--- src/rtl/key_schedule_engine.sv ---
// rtl/key_schedule_engine.sv - iterative AES-128 key expansion sequencer (optional store: KEY_SCHED_STORE_EN)

// AES g-function: RotWord, SubWord, then Rcon folded into the leading byte.
// The S-box is computed as the GF(2^8) inverse followed by the affine map.
module G_Function (
   input  logic [7:0]  i_byte0,
   input  logic [7:0]  i_byte1,
   input  logic [7:0]  i_byte2,
   input  logic [7:0]  i_byte3,
   input  logic [3:0]  i_roundNumber,
   output logic [31:0] o_gWord
);

   logic [7:0] rcon;

   // Multiply in GF(2^8) modulo x^8+x^4+x^3+x+1.
   function automatic logic [7:0] gfMul(input logic [7:0] a, input logic [7:0] b);
      logic [7:0] prod;
      logic [7:0] acc;
      prod = 8'h00;
      acc  = a;
      for (int i = 0; i < 8; i++) begin
         if (b[i]) prod = prod ^ acc;
         acc = {acc[6:0], 1'b0} ^ (acc[7] ? 8'h1b : 8'h00);
      end
      return prod;
   endfunction

   // x^254 gives the multiplicative inverse (and maps 0 to 0), then the affine step.
   function automatic logic [7:0] sBox(input logic [7:0] x);
      logic [7:0] inv;
      logic [7:0] pw;
      inv = 8'h01;
      pw  = x;
      for (int i = 1; i < 8; i++) begin
         pw  = gfMul(pw, pw);
         inv = gfMul(inv, pw);
      end
      return inv ^ {inv[6:0], inv[7]} ^ {inv[5:0], inv[7:6]}
                 ^ {inv[4:0], inv[7:5]} ^ {inv[3:0], inv[7:4]} ^ 8'h63;
   endfunction

   // Round constant lookup; rounds outside 1..10 contribute nothing.
   always_comb begin
      rcon = 8'h00;
      case (i_roundNumber)
         4'd1:    rcon = 8'h01;
         4'd2:    rcon = 8'h02;
         4'd3:    rcon = 8'h04;
         4'd4:    rcon = 8'h08;
         4'd5:    rcon = 8'h10;
         4'd6:    rcon = 8'h20;
         4'd7:    rcon = 8'h40;
         4'd8:    rcon = 8'h80;
         4'd9:    rcon = 8'h1b;
         4'd10:   rcon = 8'h36;
         default: rcon = 8'h00;
      endcase
   end

   // Rotated word substituted byte-wise, Rcon applied to the first byte.
   always_comb begin
      o_gWord = {sBox(i_byte1) ^ rcon, sBox(i_byte2), sBox(i_byte3), sBox(i_byte0)};
   end

endmodule

// Walks round keys 0..NUM_ROUNDS out over a valid/ready handshake.
module key_schedule_engine #(
   parameter int NUM_ROUNDS = 10
) (
   input  logic         i_clk,
   input  logic         i_rst,
   input  logic         i_start,
   input  logic [127:0] i_key,
   input  logic         i_roundKeyReady,
   output logic [127:0] o_roundKey,
   output logic         o_roundKeyValid,
   output logic [3:0]   o_roundNumber,
   output logic         o_busy,
`ifdef KEY_SCHED_STORE_EN
   input  logic [3:0]   i_readRound,
   output logic [127:0] o_storedKey,
`endif
   output logic         o_done
);

   localparam logic [1:0] IDLE = 2'd0;
   localparam logic [1:0] EMIT = 2'd1;
   localparam logic [1:0] DONE = 2'd2;

   localparam logic [3:0] LAST_ROUND = 4'(NUM_ROUNDS);

   logic [1:0]   state;
   logic [127:0] keyReg;
   logic [3:0]   roundCnt;
   logic [31:0]  gWord;
   logic [31:0]  n0;
   logic [31:0]  n1;
   logic [31:0]  n2;
   logic [31:0]  n3;
   logic         handshake;

   // g-word for the next round comes straight off the last word of the held key.
   G_Function gFunc (
      .i_byte0       (keyReg[31:24]),
      .i_byte1       (keyReg[23:16]),
      .i_byte2       (keyReg[15:8]),
      .i_byte3       (keyReg[7:0]),
      .i_roundNumber (roundCnt + 4'd1),
      .o_gWord       (gWord)
   );

   // Chained word XORs forming the next round key, no pipeline stage.
   always_comb begin
      n0 = keyReg[127:96] ^ gWord;
      n1 = keyReg[95:64]  ^ n0;
      n2 = keyReg[63:32]  ^ n1;
      n3 = keyReg[31:0]   ^ n2;
   end

   assign handshake       = (state == EMIT) && i_roundKeyReady;
   assign o_roundKey      = keyReg;
   assign o_roundNumber   = roundCnt;
   assign o_roundKeyValid = (state == EMIT);
   assign o_busy          = (state == EMIT);
   assign o_done          = (state == DONE);

   // Sequencer: load on start, advance one round per accepted key, pulse done once.
   always_ff @(posedge i_clk) begin
      if (i_rst) begin
         state    <= IDLE;
         keyReg   <= '0;
         roundCnt <= '0;
      end else begin
         case (state)
            IDLE: begin
               if (i_start) begin
                  state    <= EMIT;
                  keyReg   <= i_key;
                  roundCnt <= 4'd0;
               end
            end
            EMIT: begin
               if (handshake) begin
                  if (roundCnt == LAST_ROUND) begin
                     state <= DONE;
                  end else begin
                     keyReg   <= {n0, n1, n2, n3};
                     roundCnt <= roundCnt + 4'd1;
                  end
               end
            end
            DONE: begin
               state <= IDLE;
            end
            default: begin
               state <= IDLE;
            end
         endcase
      end
   end

`ifdef KEY_SCHED_STORE_EN
   logic [127:0] keyStore [0:10];

   // Capture every accepted key at its round index; registered readback for decryption replay.
   always_ff @(posedge i_clk) begin
      if (i_rst) begin
         for (int i = 0; i < 11; i++) keyStore[i] <= '0;
         o_storedKey <= '0;
      end else begin
         if (handshake) keyStore[roundCnt] <= keyReg;
         if (i_readRound <= 4'd10) o_storedKey <= keyStore[i_readRound];
         else                      o_storedKey <= '0;
      end
   end
`endif

endmodule

--- config.mk ---
export PLATFORM = sky130hd
export DESIGN_NAME = key_schedule_engine
export DESIGN_NICKNAME = d
export VERILOG_FILES = /design/src/rtl/key_schedule_engine.sv
export SDC_FILE = /design/constraint.sdc
export NUM_CORES = 2
export LEC_CHECK = 0
export BUFFER_PORTS_ARGS = -buffer_cell sky130_fd_sc_hd__buf_4
export CORE_MARGIN = 4
export CORE_UTILIZATION = 45
export CTS_BUF_LIST = sky130_fd_sc_hd__clkbuf_4
export CTS_CLUSTER_DIAMETER = 100
export DETAILED_ROUTE_END_ITERATION = 6
export PLACE_DENSITY = 0.73
export SLEW_MARGIN = 5
export SYNTH_ARGS = -nofsm -noshare
export SYNTH_HDL_FRONTEND = slang
export SYNTH_HIERARCHICAL = 1
export SYNTH_SLANG_ARGS = --single-unit
--- constraint.sdc ---
create_clock -name i_clk -period 15.1 [get_ports i_clk]
set_clock_uncertainty 0.05 [all_clocks]
set_input_delay 0.755 -clock i_clk [delete_from_list [all_inputs] [get_ports i_clk]]
set_output_delay 0.755 -clock i_clk [all_outputs]
set_load 0.01 [all_outputs]
==> tab_implementation.tex <==
\begin{tabular}{lr}
\hline
Metric & Value \\
\hline
\multicolumn{2}{l}{\textbf{GRT}} \\
Wire length of the first global-routing pass & 346000 um \\
GR Overflow Total & 0 \\
Number of global-route vias before repair & 59000 \\
GRT Util Overall & 30.0\% \\
Largest net degree at the start of global routing & 146 \\
Initial antenna violation count & 4 \\
\multicolumn{2}{l}{\textbf{Outcome}} \\
Outcome & complete, no violations \\
\multicolumn{2}{l}{\textbf{Floorplan}} \\
Vert. Die Dim & 379 um \\
Die area & 144000 um2 \\
Core area & 136000 um2 \\
Row cnt & 135 \\
Starting Density & 45.6\% \\
DIE WIDTH & 379 um \\
Ports placed on the boundary & 267 \\
\multicolumn{2}{l}{\textbf{Synth}} \\
Syn Area/Cell & 7.53 um2 \\
Area share of and/or/nand/nor cells after synthesis & 20.0\% \\
Number of warnings issued by yosys & 6 \\
Post-synthesis net count & 8400 \\
Flops \& latches, synth & 134 \\
Adder and majority cell fraction of the synthesized area & 0.504\% \\
Number of enable flip-flop cells after synthesis & 0 \\
Post-synthesis cell area & 62000 um2 \\
Synthesized netlist cell count & 8243 \\
XOR/XNOR share of the synthesized area & 46.7\% \\
Post-synthesis sequential area ratio & 4.32\% \\
Post-synthesis async set-or-reset flop share & 0\% \\
Complex-gate fraction of the synthesized area & 19.7\% \\
Most frequently used flop master after synthesis & sky130\_fd\_sc\_hd\_\_dfxtp\_1 \\
Share of cell area taken by muxes after synthesis & 3.97\% \\
Largest family of logic cells by synthesized area & XOR/XNOR gates \\
Unique masters post-synth & 126 \\
\multicolumn{2}{l}{\textbf{CTS}} \\
CTS max path bufs & 2 \\
\# clock sinks & 134 \\
Root Driver & sky130\_fd\_sc\_hd\_\_clkbuf\_4 \\
Worst skew pair latency & 0.80 ns \\
TritonCTS Buffers & 17 \\
Total number of H-tree levels & 4 \\
Clock slew at the register clock pins of the worst setup and hold paths & 0.16 ns \\
CTS tree & built \\
\multicolumn{2}{l}{\textbf{Timing}} \\
Final setup violating endpoints & 0 \\
Max-slew violation total from the final report & 0 \\
Max\_slew headroom & 11.7\% \\
F\_max & 68.1 MHz \\
Slack of the critical path & 0.417 ns \\
Min Clock Period, post-route & 14.68 ns \\
Post-route fraction of the period consumed by the critical path & 97.2\% \\
Final-report hold violation count & 0 \\
RSZ-0062 raised after global routing & true \\
Pin slew with the least headroom to its limit & 1.31 ns \\
\multicolumn{2}{l}{\textbf{Critical path}} \\
Largest fanout on the critical path & 14 \\
Crit. End Element & flop \\
Delay of the slowest cell on the worst path & 0.52 ns \\
Start of the worst register-to-register path & o\_roundKey[8]\$\_SDFFE\_PP0P\_ \\
Critical-path top delay cell & sky130\_fd\_sc\_hd\_\_xnor3\_1 \\
Source of the critical timing path & o\_roundKey[8]\$\_SDFFE\_PP0P\_ \\
Cell depth of the worst flop-to-flop path & 54 \\
Setup slack of the most critical reg-to-reg path & 0.42 ns \\
Worst Path Class, Setup & reg -> reg \\
End of the critical path & o\_roundKey[17]\$\_SDFFE\_PP0P\_ \\
CP arrival & 15.34 ns \\
CP required & 15.75 ns \\
Cell repeated most along the worst path & sky130\_fd\_sc\_hd\_\_xnor3\_1 \\
Reg2reg end & o\_roundKey[17]\$\_SDFFE\_PP0P\_ \\
Startpoint type of the worst setup path & flop \\
\multicolumn{2}{l}{\textbf{Drt}} \\
Number of DRC markers after the initial detailed-route iteration & 6662 \\
Total Wirelength & 232000 um \\
Via count & 64300 \\
Total iterations of the first detailed-routing run & 6 \\
Routed Antenna Nets & 0 \\
Number of DRC violations after detailed routing & 0 \\
Drt wl/cell & 21.8 um \\
Vias per cell & 6.05 \\
\multicolumn{2}{l}{\textbf{Finish}} \\
Post-layout instance area & 75100 um2 \\
Post-layout net count & 8978 \\
Fillers & 12600 \\
Footprint of the multi-input gates & 60600 um2 \\
Proportion of layout cells with a drive suffix above 1 & 23.4\% \\
Leading cell type in the layout, fill and taps excluded & sky130\_fd\_sc\_hd\_\_xnor2\_1 \\
Area delta synth->final & 21.0\% \\
Number of non-filler instances in the completed layout & 10600 \\
Commonest cells after routing, fill and taps aside & sky130\_fd\_sc\_hd\_\_xnor2\_1, sky130\_fd\_sc\_hd\_\_nor2\_1, sky130\_fd\_sc\_hd\_\_buf\_4 \\
Reg area & 2710 um2 \\
\multicolumn{2}{l}{\textbf{Placed design}} \\
Dpl ws & -0.949 ns \\
Placed cells & 10300 \\
Final weighted congestion in routability-driven placement & 1.00 \\
Quantity of I/O buffers inserted on ports & 266 \\
Half-perimeter wire length after detailed placement & 171000 um \\
Post-DP Area & 68900 um2 \\
\multicolumn{2}{l}{\textbf{Run}} \\
Max-cap violations & 0 \\
\multicolumn{2}{l}{\textbf{Worst hold path}} \\
Worst Hold Class & in -> reg \\
\hline
\end{tabular}
[critical path: cells and delay by family, from the launching register on]
kind | cells | cell delay [ns]
adders and majority gates | 1 | 0.31
and+or+nand+nor | 12 | 2.14
xor gates and xnor gates | 30 | 9.40
buffers and inverters | 6 | 1.31
DFF | 1 | 0.34
AOI/OAI and AO/OA | 5 | 1.02
[sequential cells by signal, summed over array words and instances, names as in the netlist]
signal,flops
state,2
o_roundKey,128
o_roundNumber,4
[layer usage]
| layer | wire, um | GRT usage, % | vias up |
|---|---|---|---|
| li1 | - | - | 29800 |
| met1 | 97900 | 41.8 | 31000 |
| met2 | 103000 | 47.2 | 3012 |
| met3 | 23600 | 5.97 | 411 |
| met4 | 7130 | 8.55 | 2 |
| met5 | 13 | 0 | - |
[cells in the mapped netlist (all sizes together) (43+ instances only)]
master / count / share of area [%]
dfxtp: 134 / 4.3
xor2: 476 / 7.5
o21ai: 347 / 2.8
a22oi: 85 / 1.0
nand2: 930 / 5.6
and2: 57 / 0.57
xnor3: 381 / 14
buf: 238 / 2.1
or2: 45 / 0.45
nand3: 173 / 1.4
inv: 123 / 0.74
mux2i: 177 / 2.9
nor2b: 43 / 0.44
xnor2: 1553 / 23
mux2: 55 / 1.0
nor2: 1140 / 6.9
a31oi: 88 / 0.95
a21oi: 482 / 3.9
a211oi: 138 / 1.7
o221ai: 55 / 0.81
o211ai: 57 / 0.70
nor3: 241 / 2.0
nor4: 49 / 0.50
clkbuf: 333 / 2.0
nand2b: 45 / 0.45
xor3: 49 / 1.9
o22ai: 135 / 1.4
[worst min path at each step]
stage               depth (start not counted)  slack (ns)                          start                       endpoint
floorplan                                   2        0.44    o_roundKey[23]$_SDFFE_PP0P_    o_roundKey[23]$_SDFFE_PP0P_
global placement                            2        0.44  o_roundNumber[3]$_SDFFE_PP0P_  o_roundNumber[3]$_SDFFE_PP0P_
detailed placement                          2        0.46  o_roundNumber[3]$_SDFFE_PP0P_  o_roundNumber[3]$_SDFFE_PP0P_
CTS                                         3         0.1                i_roundKeyReady          state[1]$_SDFFE_PP0P_
global route                                3        0.15                i_roundKeyReady          state[1]$_SDFFE_PP0P_
finish                                      3        0.21                i_roundKeyReady          state[1]$_SDFFE_PP0P_
[cell families (layout without fill, tap and decap cells)]
kind of cell | after synthesis | count (layout)
XOR/XNOR | 2459 | 2462
other | 0 | 6
multiplexers | 235 | 235
AND/OR/NAND/NOR | 2867 | 2867
buffers and inverters | 699 | 1286
adder cells (fa/ha/maj) | 25 | 25
AO/OA/AOI/OAI | 1824 | 1824
flip-flops | 134 | 134
[timing repair]
action                     4_1_cts  5_1_grt
pin swaps                       46      212
hold buffers                     0        0
setup endpoints to repair       81      127
resized for setup              156      500
setup buffers                   28      205
gates cloned                     0        6
[per-stage QoR]
stage | TNS (ns) | hold slack (ns) | util [%]
finish | 0 | 0.207 | 55.1
global route | -2.99 | 0.153 | 55.1
CTS | 0 | 0.0991 | 51.7
detailed placement | -20.63 | 0.455 | 50.6
global placement | -9.47 | 0.440 | 50.6
floorplan | 0 | 0.440 | -
[final cells by class]
cell class              count  share of cell area, %
flip-flops and latches    134                   3.61
repair buffers           1127                   11.8
clock inverters            13                  0.133
clock buffers              18                  0.180
multi-input cells        7413                   80.7
well taps                1781                   2.97
inverters                 128                  0.653
diodes                      6                 0.0200
Power is left out: the tool's default activity adds up to more than one toggle a clock period on the data nets, which glitch-free logic cannot reach.
